--- config.mk ---
export PLATFORM = sky130hd
export DESIGN_NAME = viterbi_dec
export DESIGN_NICKNAME = d
export VERILOG_FILES = /design/src/rtl/viterbi_dec.sv
export SDC_FILE = /design/constraint.sdc
export NUM_CORES = 1
export LEC_CHECK = 0
export ABC_AREA = 1
export CORE_AREA = 10 10 211 213
export CTS_BUF_LIST = sky130_fd_sc_hd__clkbuf_2
export DETAILED_ROUTE_END_ITERATION = 16
export DIE_AREA = 0 0 221 223
export PLACE_DENSITY = 0.45
export SYNTH_ARGS = -nofsm -noshare
export SYNTH_HDL_FRONTEND = slang
export SYNTH_SLANG_ARGS = --single-unit
export TNS_END_PERCENT = 10
--- constraint.sdc ---
create_clock -name clk -period 7.94 [get_ports clk]
set_input_delay 0.794 -clock clk [delete_from_list [all_inputs] [get_ports clk]]
set_output_delay 0.794 -clock clk [all_outputs]
set_load 0.005 [all_outputs]
--- src/rtl/viterbi_dec.sv ---
// Hard-decision Viterbi decoder for a fixed 4-state rate-1/2 code.
// Register-exchange survivors, serial c1/c0 input framing, and flush of the held tail when the stream ends.
module viterbi_dec #(
  parameter int TB_DEPTH = 16,
  parameter int PM_W     = 5
) (
  input  logic clk,
  input  logic rst_n,
  input  logic dec_en,
  input  logic din,
  output logic dout,
  output logic dout_valid,
  output logic busy
);

  localparam int CW = $clog2(TB_DEPTH + 1);
  localparam int IW = $clog2(TB_DEPTH);
  localparam logic [CW-1:0]   TB_CNT    = CW'(TB_DEPTH);
  localparam logic [CW-1:0]   TB_CNT_M1 = CW'(TB_DEPTH - 1);
  localparam logic [PM_W-1:0] PM_INIT   = PM_W'(4);
  localparam logic [PM_W:0]   PM_SAT    = {1'b0, {PM_W{1'b1}}};

  // Trellis seen from each destination state (s3 in the top slot); *_LO is the lower-numbered predecessor.
  localparam logic [7:0] PRED_LO = {2'd1, 2'd1, 2'd0, 2'd0};
  localparam logic [7:0] PRED_HI = {2'd3, 2'd3, 2'd2, 2'd2};
  localparam logic [7:0] LBL_LO  = {2'b01, 2'b10, 2'b11, 2'b00};
  localparam logic [7:0] LBL_HI  = {2'b10, 2'b01, 2'b00, 2'b11};
  localparam logic [3:0] X_LO    = {1'b0, 1'b1, 1'b1, 1'b0};
  localparam logic [3:0] X_HI    = {1'b1, 1'b0, 1'b0, 1'b1};

  typedef enum logic [1:0] {
    ST_IDLE  = 2'd0,
    ST_RUN   = 2'd1,
    ST_FLUSH = 2'd2
  } state_t;

  state_t              state_q;
  logic [PM_W-1:0]     pm_q   [4];
  logic [TB_DEPTH-1:0] surv_q [4];
  logic [CW-1:0]       cnt_q;
  logic [CW-1:0]       pend_q;
  logic [TB_DEPTH-1:0] flush_sv_q;
  logic                phase_q;
  logic                c1_q;
  logic                emit_q;
  logic                dout_q;
  logic                dout_valid_q;
  logic                busy_q;

  logic [PM_W-1:0]     pm_d   [4];
  logic [TB_DEPTH-1:0] surv_d [4];
  logic [CW-1:0]       cnt_d;
  logic [PM_W:0]       pm_raw_s [4];
  logic [PM_W:0]       pm_min_s;
  logic [PM_W:0]       sum_lo_s;
  logic [PM_W:0]       sum_hi_s;
  logic [PM_W:0]       norm_s;
  logic [1:0]          sym_s;
  logic [1:0]          best_s;
  logic [IW-1:0]       pend_idx_s;
  logic                flush_bit_s;

  function automatic logic [1:0] branch_metric(input logic [1:0] rx, input logic [1:0] lbl);
    logic [1:0] diff;
    diff = rx ^ lbl;
    return {1'b0, diff[1]} + {1'b0, diff[0]};
  endfunction

  // Add-compare-select with normalisation; the lower-numbered predecessor wins a tie.
  always_comb begin
    sym_s    = {c1_q, din};
    sum_lo_s = '0;
    sum_hi_s = '0;
    norm_s   = '0;
    for (int s = 0; s < 4; s++) begin
      pm_raw_s[s] = '0;
      surv_d[s]   = '0;
      pm_d[s]     = '0;
    end
    for (int s = 0; s < 4; s++) begin
      sum_lo_s = {1'b0, pm_q[PRED_LO[2*s +: 2]]}
               + {{(PM_W-1){1'b0}}, branch_metric(sym_s, LBL_LO[2*s +: 2])};
      sum_hi_s = {1'b0, pm_q[PRED_HI[2*s +: 2]]}
               + {{(PM_W-1){1'b0}}, branch_metric(sym_s, LBL_HI[2*s +: 2])};
      if (sum_lo_s <= sum_hi_s) begin
        pm_raw_s[s] = sum_lo_s;
        surv_d[s]   = {surv_q[PRED_LO[2*s +: 2]][TB_DEPTH-2:0], X_LO[s]};
      end else begin
        pm_raw_s[s] = sum_hi_s;
        surv_d[s]   = {surv_q[PRED_HI[2*s +: 2]][TB_DEPTH-2:0], X_HI[s]};
      end
    end
    pm_min_s = pm_raw_s[0];
    for (int s = 1; s < 4; s++) begin
      if (pm_raw_s[s] < pm_min_s) begin
        pm_min_s = pm_raw_s[s];
      end else begin
        pm_min_s = pm_min_s;
      end
    end
    for (int s = 0; s < 4; s++) begin
      norm_s = pm_raw_s[s] - pm_min_s;
      if (norm_s > PM_SAT) begin
        pm_d[s] = {PM_W{1'b1}};
      end else begin
        pm_d[s] = norm_s[PM_W-1:0];
      end
    end
  end

  // Best current state (lowest number on a tie), saturating symbol count and flush bit select.
  always_comb begin
    best_s = 2'd0;
    for (int s = 1; s < 4; s++) begin
      if (pm_q[s] < pm_q[best_s]) begin
        best_s = 2'(s);
      end else begin
        best_s = best_s;
      end
    end
    if (cnt_q == TB_CNT) begin
      cnt_d = TB_CNT;
    end else begin
      cnt_d = cnt_q + CW'(1);
    end
    pend_idx_s  = IW'(pend_q - CW'(1));
    flush_bit_s = flush_sv_q[pend_idx_s];
  end

  // Control FSM with decoder state and registered outputs.
  always_ff @(posedge clk or negedge rst_n) begin
    if (!rst_n) begin
      state_q      <= ST_IDLE;
      cnt_q        <= '0;
      pend_q       <= '0;
      flush_sv_q   <= '0;
      phase_q      <= 1'b0;
      c1_q         <= 1'b0;
      emit_q       <= 1'b0;
      dout_q       <= 1'b0;
      dout_valid_q <= 1'b0;
      busy_q       <= 1'b0;
      for (int s = 0; s < 4; s++) begin
        pm_q[s]   <= '0;
        surv_q[s] <= '0;
      end
    end else begin
      case (state_q)
        ST_IDLE: begin
          dout_valid_q <= 1'b0;
          emit_q       <= 1'b0;
          if (dec_en) begin
            state_q <= ST_RUN;
            busy_q  <= 1'b1;
            cnt_q   <= '0;
            c1_q    <= din;
            phase_q <= 1'b1;
            pm_q[0] <= '0;
            for (int s = 1; s < 4; s++) begin
              pm_q[s] <= PM_INIT;
            end
            for (int s = 0; s < 4; s++) begin
              surv_q[s] <= '0;
            end
          end else begin
            busy_q <= 1'b0;
          end
        end
        ST_RUN: begin
          dout_valid_q <= emit_q;
          emit_q       <= 1'b0;
          if (emit_q) begin
            dout_q <= surv_q[best_s][TB_DEPTH-1];
          end else begin
            dout_q <= dout_q;
          end
          if (!dec_en) begin
            // A dangling c1 is simply dropped here.
            state_q    <= ST_FLUSH;
            phase_q    <= 1'b0;
            flush_sv_q <= surv_q[best_s];
            pend_q     <= (cnt_q < TB_CNT) ? cnt_q : TB_CNT_M1;
          end else if (!phase_q) begin
            c1_q    <= din;
            phase_q <= 1'b1;
          end else begin
            phase_q <= 1'b0;
            pm_q    <= pm_d;
            surv_q  <= surv_d;
            cnt_q   <= cnt_d;
            emit_q  <= (cnt_d == TB_CNT);
          end
        end
        ST_FLUSH: begin
          if (pend_q == '0) begin
            state_q      <= ST_IDLE;
            busy_q       <= 1'b0;
            dout_valid_q <= 1'b0;
          end else begin
            dout_q       <= flush_bit_s;
            dout_valid_q <= 1'b1;
            pend_q       <= pend_q - CW'(1);
          end
        end
        default: begin
          state_q      <= ST_IDLE;
          busy_q       <= 1'b0;
          dout_valid_q <= 1'b0;
          emit_q       <= 1'b0;
        end
      endcase
    end
  end

  assign dout       = dout_q;
  assign dout_valid = dout_valid_q;
  assign busy       = busy_q;

endmodule

==> results of run 1 <==
==> kinds of logic (layout without fill, tap and decap cells) <==
kind of cell | count (synthesis) | in the layout | synth area share (%)
DFF | 118 | 118 | 29.8
other | 0 | 1 | 0
adders and majority gates | 78 | 78 | 10.2
and+or+nand+nor | 654 | 654 | 29.5
AOI/OAI and AO/OA | 303 | 303 | 18.1
buffers and inverters | 236 | 310 | 9.28
xor gates and xnor gates | 35 | 35 | 3.09
muxes | 1 | 1 | 0.101
==> worst max path at each step <==
stage	endpoint	slack (ns)	depth (start not counted)
2_1_floorplan	pm_q[4]$_DFFE_PN0P_	0.45	52
3_3_place_gp	pm_q[15]$_DFFE_PN0P_	-0.19	49
3_5_place_dp	pm_q[15]$_DFFE_PN0P_	-0.29	49
4_1_cts	pm_q[12]$_DFFE_PN0P_	0.43	52
5_1_grt	pm_q[17]$_DFFE_PN0P_	0.08	52
6_report	pm_q[12]$_DFFE_PN0P_	0.66	52
==> cells in the mapped netlist, drive strengths merged, types with 9 or more instances <==
cell,count
nand3,127
ha,74
clkbuf,43
nand4,9
buf,9
inv,180
nor2,144
dfrtp,118
o22ai,35
nand2,364
o21ai,158
o211ai,34
a21oi,33
xor2,31
a31oi,18
==> metal layers <==
layer / part of all wire [%] / vias to the layer above
met5: 0 / -
met4: 0.75 / 0
met3: 3.1 / 13
met2: 46 / 154
met1: 50 / 4468
li1: - / 4845
==> stage by stage <==
step	util [%]	setup TNS (ns)	std cells	hold WS, ns	worst slack, ns
2_1_floorplan	-	0	1425	0.453	0.448
3_5_place_dp	27.5	-4.51	1998	0.473	-0.286
6_report	28.1	0	2032	0.514	0.663
3_3_place_gp	27.5	-2.65	1998	0.469	-0.191
5_1_grt	28.1	0	2032	0.538	0.0808
4_1_cts	28.0	0	2030	0.00638	0.433
==> state kept, by name, indices dropped and copies added, names as in the netlist <==
register	count
pm_q	20
c1_q	1
cnt_q	5
emit_q	1
flush_sv_q	16
surv_q	64
busy	1
phase_q	1
pend_q	5
dout	1
state_q	2
dout_valid	1
==> repair_timing <==
| item | in CTS | in global routing |
|---|---|---|
| endpoints found under the hold margin | 0 | 2 |
| endpoints found under the setup margin | 0 | 20 |
| hold buffers | 0 | 1 |
| resized for setup | 0 | 9 |
==> area by class of cell <==
| class | count | area [um^2] |
|---|---|---|
| antenna | 1 | 2.50 |
| clock buffer | 19 | 95.1 |
| clock inverter | 13 | 133 |
| fill | 4516 | 29000 |
| inverter | 184 | 691 |
| multi-input combinational | 1071 | 6090 |
| sequential | 118 | 2950 |
| tap | 532 | 666 |
| timing repair buffer | 94 | 724 |
==> worst max-delay path: cells and delay by family <==
family / cells / cell delay (ns)
buffers and inverters: 14 / 1.51
adder cells (fa/ha/maj): 9 / 2.28
AND/OR/NAND/NOR: 19 / 1.85
AO/OA/AOI/OAI: 9 / 1.18
XOR/XNOR: 1 / 0.22
==> impl_metrics.json, run 1 <==
{
  "grt_usage_pct": 12.1,
  "postRouteAntennaNets": 0,
  "async_flop_share_pct": 100,
  "routed_wirelength_mm": 30.5,
  "rsz0062_at_grt": "no",
  "core_um2": 40400,
  "finalMaxSlewViolations": 0,
  "synth_ff_type": "dfrtp_1",
  "num_rows": 74,
  "drv_cap": 0,
  "port_buffers": 6,
  "period_needed_ns": 7.28,
  "antenna_found_initial": 1,
  "final_common_cell": "nand2_1",
  "path_clk_slew_ns": 0.17,
  "initial_core_util_pct": 24.5,
  "dr_total_vias": 9480,
  "r2r_slack_ns": 0.77,
  "outcome": "finished clean",
  "synth_top_area_cell": "dfrtp_1",
  "hp-class": "reg2reg",
  "path_max_fanout": 6,
  "r2r_cells": 51,
  "synth_cell_types": 50,
  "pin_count": 7,
  "dp_hpwl_mm": 22.2,
  "final_cell_mix": "340 x nand2_1, 169 x inv_1, 143 x o21ai_0",
  "top_usage_layer": "met2",
  "ys_seq_area_share_pct": 29.8,
  "worstReg2RegEnd": "pm_q[12]$_DFFE_PN0P_",
  "drtIter0Drc": 653,
  "die_area_um2": 49300,
  "postCtsSetupRepairBufs": 0,
  "clock-sinks": 118,
  "grt_max_degree": 82,
  "hold_end": "dout$_DFFE_PN0P_",
  "netlist_area_um2": 9910,
  "cts_buffers": 17,
  "grt_overflow_total": 0,
  "syn-num-nets": 1507,
  "ys_ff_latch": 118,
  "syn2layout_area_growth_pct": 14.6,
  "cts_max_path_buffers": 2,
  "fp.dieW_um": 221,
  "setup-violations-final": 0,
  "cts_tree": "done",
  "crit_required_ns": 8.53,
  "clk_latency_ns": 0.71,
  "crit_slowest_cell": "clkdlybuf4s50_1",
  "yosysTopAreaCellShare_pct": 29.8,
  "ys_warn_count": 0,
  "cts_root_buffer": "clkbuf_2",
  "cts-htree-levels": 4,
  "met2_usage_pct": 20.1,
  "max_slew_margin_pct": 37.7,
  "dr.pass1.iters": 5,
  "place_congestion": 0.835,
  "post_drt_wl_per_cell_um": 15.0,
  "final.setup_skew_ns": 0.0358,
  "cp_data_arrival_time_ns": 7.87,
  "syn_avg_cell_area_um2": 6.95,
  "grt_pass1_wl_mm": 49.5,
  "startpoint": "din",
  "met1_usage_pct": 16.5,
  "synth-edff-count": 0,
  "crit_type": "in2reg",
  "timing_hold_violations_final": 0,
  "critPathLaunchType": "primary input",
  "nets": 1568,
  "hold-path-cell-count": 2,
  "drive_above_1_share_pct": 13.4,
  "use_met3_pct": 1.71,
  "endpoint_kind": "register",
  "synthTopCellsByArea": "dfrtp_1 30%, nand2_1 13%, ha_1 9.3%",
  "drcViolationCount": 0,
  "hold_start": "dout$_DFFE_PN0P_",
  "min_period_over_period_pct": 91.6,
  "syn_inst": 1425,
  "grt_pass1_vias": 9221,
  "drt-vias-per-instance": 4.67,
  "final_area_um2": 11400,
  "r2r_start": "c1_q$_DFFE_PN0P_",
  "fmaxAchievable_mhz": 137,
  "slowest_delay_ns": 0.48,
  "tightest_slew_ns": 0.925,
  "fp.dieH_um": 223,
  "place_area_um2": 11100
}
Power of run 1 is not shown: default switching activity piles up to over one toggle a cycle in this logic, so the estimate is an artifact.
==> inputs of run 2 (changes only) <==
--- a/config.mk
+++ b/config.mk
@@ -6,10 +6,10 @@
 export NUM_CORES = 1
 export LEC_CHECK = 0
 export ABC_AREA = 1
-export CORE_AREA = 10 10 211 213
+export CORE_AREA = 2 2 203 205
 export CTS_BUF_LIST = sky130_fd_sc_hd__clkbuf_2
 export DETAILED_ROUTE_END_ITERATION = 16
-export DIE_AREA = 0 0 221 223
+export DIE_AREA = 0 0 205 207
 export PLACE_DENSITY = 0.45
 export SYNTH_ARGS = -nofsm -noshare
 export SYNTH_HDL_FRONTEND = slang
==> run 2 against run 1 <==
Net effect: global-route usage up 2.6 points; first-iteration DRC count increased by 20%; die area down 14%; worst setup slack better by 0.011 ns; critical path type unchanged.
==> impl_metrics.json, run 2 (synthesis results as in run 1) <==
{
  "setup-violations-final": 0,
  "postRouteAntennaNets": 0,
  "grt_pass1_vias": 9437,
  "post_drt_wl_per_cell_um": 14.9,
  "tns_ns": 0,
  "ctsResizeCount": 0,
  "tightest_slew_ns": 0.852,
  "pin_count": 7,
  "cts_tree": "done",
  "period_needed_ns": 7.27,
  "die_area_um2": 42400,
  "path_max_fanout": 6,
  "endpoint_kind": "register",
  "place_area_um2": 11200,
  "fp.dieW_um": 205,
  "largest-register": "surv_q",
  "fp.dieH_um": 207,
  "nets": 1579,
  "reg_top3": "surv_q: 64 flops, pm_q: 20 flops, flush_sv_q: 16 flops",
  "crit_type": "in2reg",
  "max_slew_margin_pct": 42.6,
  "port_buffers": 6,
  "drv_cap": 0,
  "slowest_delay_ns": 0.48,
  "cp.buffers_inverters": 14,
  "core_um2": 40400,
  "dp_hpwl_mm": 22.6,
  "crit_family": "adder cells",
  "drive_above_1_share_pct": 14.1,
  "outcome": "finished clean",
  "cts_max_path_buffers": 2,
  "rsz0062_at_grt": "no",
  "final.setup_skew_ns": 0.0398,
  "timing_hold_violations_final": 0,
  "min_period_over_period_pct": 91.5,
  "final_area_um2": 11400,
  "cts_root_buffer": "clkbuf_2",
  "crit_slowest_cell": "clkdlybuf4s50_1",
  "holdWs_ns": 0.0733,
  "grt_max_degree": 82,
  "syn2layout_area_growth_pct": 15.6,
  "clk_latency_ns": 0.70,
  "cts_buffers": 17,
  "cts-htree-levels": 4,
  "crit_required_ns": 8.52,
  "fmaxAchievable_mhz": 138,
  "dr.pass1.iters": 7,
  "critPathLaunchType": "primary input",
  "drt-vias-per-instance": 4.67,
  "final_common_cell": "nand2_1",
  "finalMaxSlewViolations": 0,
  "postCtsSetupRepairBufs": 0,
  "place_congestion": 0.812,
  "grt_usage_pct": 14.8,
  "drcViolationCount": 0,
  "clock-sinks": 118,
  "holdBufCountCts": 0,
  "path_clk_slew_ns": 0.21,
  "final_cell_mix": "340 x nand2_1, 169 x inv_1, 146 x o21ai_0",
  "grt_overflow_total": 0,
  "largest_reg_flops": 64,
  "num_rows": 74,
  "crit_top_cell": "nand2_1",
  "drtIter0Drc": 782,
  "initial_core_util_pct": 24.5,
  "final_core_util_pct": 28.4,
  "routed_wirelength_mm": 30.4,
  "dr_total_vias": 9545,
  "cp_data_arrival_time_ns": 7.84,
  "antenna_found_initial": 1,
  "grt_pass1_wl_mm": 50.5,
  "hp-class": "in2async"
}
==> run 2: cell types whose count changed in the layout (fill, tap and decap cells not counted), moves of 2 or more <==
cell	change
o21ai_2	+2
o21ai_1	-4
buf_4	+12
clkbuf_2	-2
o21ai_0	+3
==> run 2: worst paths after layout <==
| path | start | depth (start not counted) | to | slack [ns] |
|---|---|---|---|---|
| max reg2reg | c1_q$_DFFE_PN0P_ | 52 | pm_q[12]$_DFFE_PN0P_ | 0.78 |
| max | din | 53 | pm_q[12]$_DFFE_PN0P_ | 0.67 |
| min in group clk | surv_q[63]$_DFFE_PN0P_ | 2 | surv_q[63]$_DFFE_PN0P_ | 0.51 |
| max in group asynchronous | rst_n | 2 | pm_q[11]$_DFFE_PN0P_ | 6.66 |
| min | rst_n | 1 | surv_q[23]$_DFFE_PN0P_ | 0.07 |
| min reg2reg | surv_q[63]$_DFFE_PN0P_ | 2 | surv_q[63]$_DFFE_PN0P_ | 0.51 |
==> run 2: metrics by stage <==
stage | setup slack (ns) | instances
after floorplan | 0.448 | 1425
after global placement | -0.179 | 2010
after detailed placement | -0.252 | 2010
after CTS | 0.497 | 2041
after global routing | 0.00272 | 2042
final | 0.675 | 2042
==> run 2: metal layers <==
layer | global-route usage, % | share of wire [%] | vias up
met4 | 3.35 | 1.1 | 0
met2 | 24.0 | 46 | 151
met5 | 0 | 0 | -
met1 | 21.1 | 50 | 4509
li1 | - | - | 4867
met3 | 1.35 | 2.5 | 18
==> run 2: layout make-up <==
class	instances	area, um^2
fill	4515	28900
clock inverter	14	160
multi-input combinational	1071	6090
timing repair buffer	105	805
sequential	118	2950
antenna	1	2.50
tap	532	666
clock buffer	17	85.1
inverter	184	691
Power of run 2 is left out for the same reason.
